File: config.mk
export PLATFORM = sky130hd
export DESIGN_NAME = dbg_hart_ctrl
export DESIGN_NICKNAME = d
export VERILOG_FILES = /design/src/rtl/dbg_hart_ctrl.sv
export SDC_FILE = /design/constraint.sdc
export NUM_CORES = 1
export LEC_CHECK = 0
export CORE_ASPECT_RATIO = 0.6
export CORE_UTILIZATION = 38
export DETAILED_ROUTE_END_ITERATION = 8
export HOLD_SLACK_MARGIN = 0.15
export PLACE_DENSITY = 0.81
export SETUP_SLACK_MARGIN = 0.05
export SYNTH_ARGS = -nofsm -noshare
export SYNTH_HDL_FRONTEND = slang
export SYNTH_SLANG_ARGS = --single-unit
File: constraint.sdc
create_clock -name clk -period 2.2 [get_ports clk]
set_clock_uncertainty 0.05 [all_clocks]
set_input_delay 0.44 -clock clk [delete_from_list [all_inputs] [get_ports clk]]
set_output_delay 0.44 -clock clk [all_outputs]
set_load 0.02 [all_outputs]
File: src/rtl/dbg_hart_ctrl.sv
// ---------------------------------------------------------------------------
// dbg_hart_ctrl
//
// Multi-hart debug controller placed between a debug module and NUM_HARTS
// rv32i cores. It tracks the halt/resume state of every hart, drives the
// per-core halt/resume request handshakes, and serialises abstract register
// accesses (CSR/GPR) to one halted hart at a time. Busy, not-halted and
// timeout conditions are reported through a sticky error code.
//
// Ports
//   clk, reset_n      clock, synchronous active-low reset
//   hartsel           hart addressed by halt/resume/abstract commands
//   haltreq/resumereq level requests to the selected hart
//   ar_req/ar_wr/ar_ad/ar_wdata   abstract command strobe and payload
//   ar_err_clr        clears the sticky error code
//   ar_busy/ar_done/ar_rdata/ar_err   abstract command status and result
//   hart_halted/hart_resumeack        per-hart status (resumeack is sticky)
//   core_haltreq/core_resumereq       per-core request handshakes
//   core_halted/core_running          per-core status from the cores
//   core_ar_en/core_ar_wr/core_ar_ad/core_ar_do   access to the target core
//   core_ar_di/core_ar_done           per-core read data and completion
//
// All outputs are flops loaded from the next-state decode, so a request
// sampled on one edge is visible on the core side right after that edge.
// ---------------------------------------------------------------------------
module dbg_hart_ctrl #(
    parameter int NUM_HARTS  = 4,
    parameter int HSEL_W     = (NUM_HARTS > 1) ? $clog2(NUM_HARTS) : 1,
    parameter int AR_TIMEOUT = 16
) (
    input  logic                      clk,
    input  logic                      reset_n,
    input  logic [HSEL_W-1:0]         hartsel,
    input  logic                      haltreq,
    input  logic                      resumereq,
    input  logic                      ar_req,
    input  logic                      ar_wr,
    input  logic [15:0]               ar_ad,
    input  logic [31:0]               ar_wdata,
    input  logic                      ar_err_clr,
    output logic                      ar_busy,
    output logic                      ar_done,
    output logic [31:0]               ar_rdata,
    output logic [2:0]                ar_err,
    output logic [NUM_HARTS-1:0]      hart_halted,
    output logic [NUM_HARTS-1:0]      hart_resumeack,
    output logic [NUM_HARTS-1:0]      core_haltreq,
    output logic [NUM_HARTS-1:0]      core_resumereq,
    input  logic [NUM_HARTS-1:0]      core_halted,
    input  logic [NUM_HARTS-1:0]      core_running,
    output logic [NUM_HARTS-1:0]      core_ar_en,
    output logic                      core_ar_wr,
    output logic [15:0]               core_ar_ad,
    output logic [31:0]               core_ar_do,
    input  logic [32*NUM_HARTS-1:0]   core_ar_di,
    input  logic [NUM_HARTS-1:0]      core_ar_done
);

    localparam int CNT_W = $clog2(AR_TIMEOUT + 1);

    typedef enum logic [1:0] {
        H_RUN,
        H_HALTING,
        H_HALTED,
        H_RESUMING
    } hart_state_t;

    typedef enum logic {
        AR_IDLE,
        AR_WAIT
    } ar_state_t;

    typedef enum logic [2:0] {
        ERR_NONE     = 3'd0,
        ERR_BUSY     = 3'd1,
        ERR_TIMEOUT  = 3'd3,
        ERR_NOT_HALT = 3'd4
    } ar_err_t;

    // -----------------------------------------------------------------------
    // State and next-state signals
    // -----------------------------------------------------------------------
    hart_state_t            hart_q [NUM_HARTS];
    hart_state_t            hart_d [NUM_HARTS];
    ar_state_t              ar_state_q, ar_state_d;
    logic [NUM_HARTS-1:0]   tgt_q, tgt_d;          // one-hot latched target
    logic [CNT_W-1:0]       cnt_q, cnt_d;

    logic [NUM_HARTS-1:0]   hart_halted_d;
    logic [NUM_HARTS-1:0]   hart_resumeack_d;
    logic [NUM_HARTS-1:0]   core_haltreq_d;
    logic [NUM_HARTS-1:0]   core_resumereq_d;
    logic [NUM_HARTS-1:0]   core_ar_en_d;
    logic                   ar_busy_d;
    logic                   ar_done_d;
    logic [31:0]            ar_rdata_d;
    logic [2:0]             ar_err_d;
    logic                   core_ar_wr_d;
    logic [15:0]            core_ar_ad_d;
    logic [31:0]            core_ar_do_d;

    // -----------------------------------------------------------------------
    // Decodes shared by both FSMs
    // -----------------------------------------------------------------------
    logic [NUM_HARTS-1:0]   sel_oh;        // hartsel as one-hot; all-zero if out of range
    logic [NUM_HARTS-1:0]   halted_vec;    // harts currently in HALTED
    logic [NUM_HARTS-1:0]   resume_block;  // harts pinned in HALTED by the AR FSM
    logic [31:0]            rd_mux;
    logic                   sel_halted;
    logic                   ar_accept;
    logic                   ar_not_halted;
    logic                   wait_done;
    logic                   wait_timeout;
    logic                   busy_err;

    always_comb begin
        sel_oh     = '0;
        halted_vec = '0;
        rd_mux     = '0;
        for (int h = 0; h < NUM_HARTS; h++) begin
            sel_oh[h]     = (hartsel == HSEL_W'(h));
            halted_vec[h] = (hart_q[h] == H_HALTED);
            if (tgt_q[h]) begin
                rd_mux = rd_mux | core_ar_di[32*h +: 32];
            end
        end
    end

    assign sel_halted    = |(sel_oh & halted_vec);
    assign ar_accept     = (ar_state_q == AR_IDLE) && ar_req && (ar_err == ERR_NONE) && sel_halted;
    assign ar_not_halted = (ar_state_q == AR_IDLE) && ar_req && (ar_err == ERR_NONE) && !sel_halted;
    assign wait_done     = (ar_state_q == AR_WAIT) && |(core_ar_done & tgt_q);
    // A done arriving on the last allowed cycle wins over the timeout.
    assign wait_timeout  = (ar_state_q == AR_WAIT) && !wait_done &&
                           (cnt_q == CNT_W'(AR_TIMEOUT - 1));
    assign busy_err      = (ar_state_q == AR_WAIT) && ar_req;

    // The hart being accessed, or about to be, must stay halted so the core
    // cannot run underneath an in-flight register access.
    assign resume_block  = ((ar_state_q == AR_WAIT) ? tgt_q : '0) |
                           (ar_accept ? sel_oh : '0);

    // -----------------------------------------------------------------------
    // Per-hart FSMs: next state and registered-output decode
    // -----------------------------------------------------------------------
    always_comb begin
        // NOTE: every variable gets a default before any branch so that no
        // path through this block leaves it unassigned and infers a latch.
        hart_resumeack_d = hart_resumeack;
        for (int h = 0; h < NUM_HARTS; h++) begin
            hart_d[h] = hart_q[h];
            unique case (hart_q[h])
                H_RUN: begin
                    // A self halt (ebreak) takes priority over a debugger halt.
                    if (core_halted[h]) begin
                        hart_d[h] = H_HALTED;
                    end else if (haltreq && sel_oh[h]) begin
                        hart_d[h] = H_HALTING;
                    end
                end
                H_HALTING: begin
                    if (core_halted[h]) begin
                        hart_d[h] = H_HALTED;
                    end
                end
                H_HALTED: begin
                    if (resumereq && sel_oh[h] && !haltreq && !resume_block[h]) begin
                        hart_d[h]           = H_RESUMING;
                        hart_resumeack_d[h] = 1'b0;
                    end
                end
                H_RESUMING: begin
                    if (core_running[h]) begin
                        hart_d[h]           = H_RUN;
                        hart_resumeack_d[h] = 1'b1;
                    end
                end
                default: hart_d[h] = H_RUN;
            endcase
        end

        hart_halted_d    = '0;
        core_haltreq_d   = '0;
        core_resumereq_d = '0;
        for (int h = 0; h < NUM_HARTS; h++) begin
            hart_halted_d[h]    = (hart_d[h] == H_HALTED);
            core_haltreq_d[h]   = (hart_d[h] == H_HALTING);
            core_resumereq_d[h] = (hart_d[h] == H_RESUMING);
        end
    end

    // -----------------------------------------------------------------------
    // AR FSM: next state, counter, error and registered-output decode
    // -----------------------------------------------------------------------
    always_comb begin
        ar_state_d   = ar_state_q;
        tgt_d        = tgt_q;
        cnt_d        = '0;
        ar_rdata_d   = ar_rdata;
        core_ar_wr_d = core_ar_wr;
        core_ar_ad_d = core_ar_ad;
        core_ar_do_d = core_ar_do;
        ar_done_d    = ar_not_halted | wait_done | wait_timeout;

        unique case (ar_state_q)
            AR_IDLE: begin
                if (ar_accept) begin
                    ar_state_d   = AR_WAIT;
                    tgt_d        = sel_oh;
                    core_ar_wr_d = ar_wr;
                    core_ar_ad_d = ar_ad;
                    core_ar_do_d = ar_wdata;
                end
            end
            AR_WAIT: begin
                if (wait_done || wait_timeout) begin
                    ar_state_d = AR_IDLE;
                    if (wait_done && !core_ar_wr) begin
                        ar_rdata_d = rd_mux;
                    end
                end else begin
                    cnt_d = cnt_q + CNT_W'(1);
                end
            end
            default: ar_state_d = AR_IDLE;
        endcase

        // Clear first, then any error raised this cycle overrides it.
        ar_err_d = ar_err;
        if (ar_err_clr)    ar_err_d = ERR_NONE;
        if (busy_err)      ar_err_d = ERR_BUSY;
        if (ar_not_halted) ar_err_d = ERR_NOT_HALT;
        if (wait_timeout)  ar_err_d = ERR_TIMEOUT;

        ar_busy_d    = (ar_state_d == AR_WAIT);
        core_ar_en_d = (ar_state_d == AR_WAIT) ? tgt_d : '0;
    end

    // -----------------------------------------------------------------------
    // State and output registers
    // -----------------------------------------------------------------------
    // NOTE: sequential state uses non-blocking assignments so every flop
    // samples pre-edge values regardless of statement order.
    always_ff @(posedge clk) begin
        if (!reset_n) begin
            for (int h = 0; h < NUM_HARTS; h++) begin
                hart_q[h] <= H_RUN;
            end
            ar_state_q     <= AR_IDLE;
            tgt_q          <= '0;
            cnt_q          <= '0;
            hart_halted    <= '0;
            hart_resumeack <= '0;
            core_haltreq   <= '0;
            core_resumereq <= '0;
            core_ar_en     <= '0;
            core_ar_wr     <= 1'b0;
            core_ar_ad     <= '0;
            core_ar_do     <= '0;
            ar_busy        <= 1'b0;
            ar_done        <= 1'b0;
            ar_rdata       <= '0;
            ar_err         <= ERR_NONE;
        end else begin
            for (int h = 0; h < NUM_HARTS; h++) begin
                hart_q[h] <= hart_d[h];
            end
            ar_state_q     <= ar_state_d;
            tgt_q          <= tgt_d;
            cnt_q          <= cnt_d;
            hart_halted    <= hart_halted_d;
            hart_resumeack <= hart_resumeack_d;
            core_haltreq   <= core_haltreq_d;
            core_resumereq <= core_resumereq_d;
            core_ar_en     <= core_ar_en_d;
            core_ar_wr     <= core_ar_wr_d;
            core_ar_ad     <= core_ar_ad_d;
            core_ar_do     <= core_ar_do_d;
            ar_busy        <= ar_busy_d;
            ar_done        <= ar_done_d;
            ar_rdata       <= ar_rdata_d;
            ar_err         <= ar_err_d;
        end
    end

endmodule

# == Word level (Yosys, flattened, before mapping) ==
# Memories as Yosys holds them, arrays and structs flattened.
# Index checks and enable logic that the tools add are counted.
# totals
regBits,115
input_bits,197
mem_count,1
ramBits,8
# classes
addsub,1
n_reduce_logical,57
mux,57
bitwise_logic,14
n_eq_ne,36
# memory_table
name,depth,width,read_ports,rd_clocked_by_memory_dff,write_ports,line,text
hart_q,4,2,4,0,4,83,hart_state_t hart_q [NUM_HARTS];
# ops
operator,count
$mux W32,4
$or A32 B32 Y32,3
$mux W2,25
$eq A2 B2 Y1 const B,18
$pmux W2 S4,4
$logic_and A1 B1 Y1,25
$eq A2 B1 Y1 const B,9
$mux W4,4
$reduce_and A3 Y1,5
$mux W1,12
$logic_not A2 Y1,5
$pmux W1 S2,5
$mux W3,3
$and A4 B4 Y4,2
$logic_not A1 Y1,8
$ne A2 B1 Y1 const B,4
$ne A2 B2 Y1 const B,4
$reduce_bool A2 Y1,4
$reduce_or A4 Y1,2
$or A1 B1 Y1,6
$add A5 B1 Y5 const B,1
$eq A5 B4 Y1 const B,1
$or A4 B4 Y4,1
$reduce_and A2 Y1,2
7 further kinds,8

# == Depth between registers and ports, before layout ==
# An unclocked memory read counts as a cell.
# logic_depth
ltp_word,12
mapped_depth,6
depth_no_buf,6

# == Worst setup path before layout ==
# OpenSTA, ideal clock, no wires.
# synth_timing
path_type,flip-flop to flip-flop
start,reg ar_err[1]
end,reg core_ar_do[10]
slack_ns,0.373
path_buffers,1
required_ns,2.018
stages_incl_launch_ff,6
synth_period_minus_slack_ns,1.827
arrival_ns,1.645
cell_sequence,dfxtp_1 -> or4b_4 -> nand2b_1 -> clkbuf_1 -> o21ai_1 -> a21oi_1
# synth_via
elab_chain_cells,4
# synth_rtl
element,line,text
start: declaration,44,"output logic [2:0] ar_err,"
start signal: assignment,282,ar_err <= ar_err_d;
$logic_not A3 Y1,130,assign ar_accept = (ar_state_q == AR_IDLE) && ar_req && (ar_err == ERR_NONE) && sel_halted;
$logic_and A1 B1 Y1 (2 in a row),130,
$reduce_and A2 Y1 (no source line),-,
end signal: assignment,278,core_ar_do <= core_ar_do_d;
end: declaration,54,"output logic [31:0] core_ar_do,"
# No other way between the ends.
# A chain may end at the register's enable or synchronous reset.

==> metrics.md <==
| Metric | Value |
|---|---|
| Outcome | `finished, violations left` |
| Failing checks | `DRC` |
| Max-Slew Margin vs Limit | `62.9%` |
| Fillers | `987` |
| Syn. warnings | `0` |
| WL met2 | `9480 um` |
| Dpl ws | `-0.184 ns` |
| Setup WS post-layout | `0.115 ns` |
| Syn Inst Count | `578` |
| Required @ worst endpoint | `1.71 ns` |
| Sw power | `1.59 mW` |
| Crit. End Element | `output pin` |
| Synthesized net count | `777` |
| P_int | `4.57 mW` |
| Area of the multi-input gates | `0.00241 mm^2` |
| FP Rows | `32` |
| Top cell type by total area after synthesis | `dfxtp_1` |
| Start of the worst register-to-register path | `cnt_q[0]` |
| Clk buf depth | `2` |
| # diodes | `0` |
| Critical path arrival | `1.60 ns` |
| Post-Route Setup TNS | `0 ns` |
| GP Congestion | `0.867` |
| Nets | `1071` |
| I/O pin cnt | `303` |
| Worst Hold Launch | `cnt_q[0]` |
| Final setup vio count | `0` |
| Worst slew pin tran | `0.557 ns` |
| CP max stage delay | `0.64 ns` |
| Layout area overhead | `74.6%` |
| Sw frac | `25.8%` |
| CTS Sinks | `123` |
| Hold path depth | `1` |
| Largest net degree at the start of global routing | `55` |
| Share of cells above drive strength 1 | `8.36%` |
| CTS resizes | `0` |
| Clock power share | `44.2%` |
| Count of unique library cells instantiated by Yosys | `46` |
| Overflow left after global routing | `0` |
| Sequential fraction of the synthesis area | `47.7%` |
| Vias in the first global route | `5803` |
| Port Buf Inserts | `302` |
| CP Cell Sequence | `buf_4 -> clkdlybuf4s50_1` |
| Post-DP HPWL | `14000 um` |
| Final min period | `2.09 ns` |
| CTS H-Tree Depth | `4` |
| TritonCTS clock tree | `built` |
| Tcrit/Tclk final | `94.8%` |
| Core area | `0.0131 mm^2` |
| DRC | `17` |
| Metal3 WL | `1670 um` |
| Worst R2R Setup Slack | `0.25 ns` |
| First-pass GRT wire length | `29800 um` |
| Drt first pass iters | `7` |
| Register bit count reported by yosys | `123` |
| Sequential Power Share | `38.2%` |
| RSZ-0062 raised after global routing | `false` |
| Wl on met1 | `7900 um` |
| Number of flops mapped to enable cells by yosys | `0` |
| Initial antenna violation count | `0` |
| Final ANT Viol Nets | `0` |
| Critical-path maximum fanout | `12` |
| CP max-delay cell | `clkdlybuf4s50_1` |
| GR Util All Layers | `27.0%` |
| Power density over cell area | `684 mW/mm^2` |
| Leak | `3.03 nW` |
| Routed Wire Length | `19400 um` |
| DR WL/cell | `18.4 um` |
| Commonest cells after routing, fill and taps aside | `302 x clkdlybuf4s50_1, 123 x dfxtp_1, 64 x a22oi_1` |
| CTS Buf Count | `17` |
| Vias per cell | `5.51` |
| HP Class | `flip-flop to flip-flop` |
| Max layer used | `met4` |
| Reg2Reg Capture Point | `core_ar_en[2]` |
| Worst-Skew Late Latency | `0.40 ns` |
| Die width | `152 um` |
| Fin. Hold Viols | `0` |
| Hold EP | `cnt_q[0]` |
| Register area | `0.00246 mm^2` |
| Starting Density | `39.5%` |
| Fmax | `0.480 GHz` |
| Avg Cell Area, Syn | `8.93 um^2` |
| Share of the synthesized area in the top cell type | `47.7%` |
| Die Y-Extent | `92.3 um` |
| Max Cap Viol | `0` |
| Detailed-route via count | `5813` |
| Initial drt markers | `317` |
| Bufs and invs on worst path | `2` |
| CP Launch Type | `flip-flop` |
| Synthesized area | `0.00516 mm^2` |
| Setup Fix Bufs, Post-CTS | `0` |
| Clk slew on worst S/H paths | `0.06 ns` |
| Maximum VDD drop | `520 uV` |
| Reg2Reg Depth | `5` |
| Top_reg_cell synth | `dfxtp_1` |
| DIE AREA | `0.0141 mm^2` |
| Root Buffer | `clkbuf_16` |
| Family with the most delay on the worst path | `buffers and inverters` |
| Post-synth ARST share | `0%` |
| Hold Buf Count CTS | `0` |
| Worst Path Class, Setup | `flip-flop to output pin` |
| Top cells by area, synth | `dfxtp_1 48%, a22oi_1 9.3%, a21oi_1 5.8%` |
| Max-slew violation count | `0` |
| Most common cell after layout, fill and taps aside | `clkdlybuf4s50_1` |
| Gate power share | `17.6%` |
flip-flops by register name (all words and copies together), names as in the netlist:
| signal | count |
|---|---|
| tgt_q | 4 |
| cnt_q | 5 |
| ar_done | 1 |
| core_resumereq | 4 |
| core_haltreq | 4 |
| core_ar_wr | 1 |
| hart_halted | 4 |
| ar_err | 3 |
| ar_state_q | 1 |
| hart_q | 8 |
| hart_resumeack | 4 |
| core_ar_en | 4 |
| core_ar_ad | 16 |
| core_ar_do | 32 |
| ar_rdata | 32 |
how the worst max path moves through the flow:
stage	endpoint	slack (ns)	cells past startpoint	from
2_1_floorplan	core_ar_do[10]	0.37	5	ar_err[1]
3_3_place_gp	core_ar_en[0]	-0.09	6	hartsel[1]
3_5_place_dp	core_ar_do[1]	-0.18	6	ar_req
4_1_cts	ar_busy	0.11	2	ar_state_q
5_1_grt	ar_busy	0.05	2	ar_state_q
6_report	ar_busy	0.11	2	ar_state_q
cell usage after synthesis, drive strengths merged, types with 5 or more instances:
cell,number
buf,22
o21ai,57
nand3,54
nor3,5
inv,8
clkbuf,33
nand2,8
and2,5
a311oi,32
nor2,53
nor2b,6
dfxtp,123
a22oi,66
a21oi,61
kinds of logic (layout without fill, tap and decap cells):
logic type	after synthesis	after routing	synth area share, %
AO/OA/AOI/OAI	237	237	30.4
buffers and inverters	63	370	5.79
multiplexers	3	3	0.582
flip-flops	123	123	47.7
AND/OR/NAND/NOR	148	148	14.7
adder cells (fa/ha/maj)	2	2	0.485
XOR/XNOR	2	2	0.339
per-layer routing:
layer	vias up	GRT usage (%)
met5	-	0
met4	0	8.08
met3	24	10.1
met2	238	46.4
met1	2772	31.5
li1	2779	-
power groups by stage:
| stage | Clock, mW | Sequential, mW | Combinational, mW |
|---|---|---|---|
| after global routing | 2.88 | 2.36 | 1.16 |
| after CTS | 2.78 | 2.35 | 1.09 |
| after floorplan | 0 | 2.47 | 0.367 |
| final | 2.72 | 2.35 | 1.09 |
| after detailed placement | 0 | 2.40 | 1.08 |
| after global placement | 0 | 2.40 | 1.05 |
stage by stage:
| stage | utilization [%] | power [mW] | instances | instance area [um^2] | hold slack [ns] |
|---|---|---|---|---|---|
| after floorplan | - | 2.84 | 578 | 5160 | 0.368 |
| after CTS | 69.0 | 6.22 | 1055 | 9010 | 0.425 |
| final | 69.0 | 6.17 | 1055 | 9010 | 0.420 |
| after global placement | 64.5 | 3.45 | 1023 | 8420 | 0.377 |
| after global routing | 69.0 | 6.39 | 1055 | 9010 | 0.452 |
| after detailed placement | 64.5 | 3.48 | 1023 | 8420 | 0.418 |
worst reg2reg max path, delay by kind of cell (launching register included):
kind | cells | cell delay, ns
DFF | 1 | 0.33
adders and majority gates | 2 | 0.48
AOI/OAI and AO/OA | 1 | 0.18
and+or+nand+nor | 2 | 0.85
layout make-up:
type | instances | area share, %
flip-flops and latches | 123 | 27.3
clock inverters | 11 | 1.22
repair buffers | 330 | 36.7
well taps | 170 | 2.36
inverters | 8 | 0.333
clock buffers | 21 | 5.33
multi-input cells | 392 | 26.7
Power figures use the tool's default switching activity.
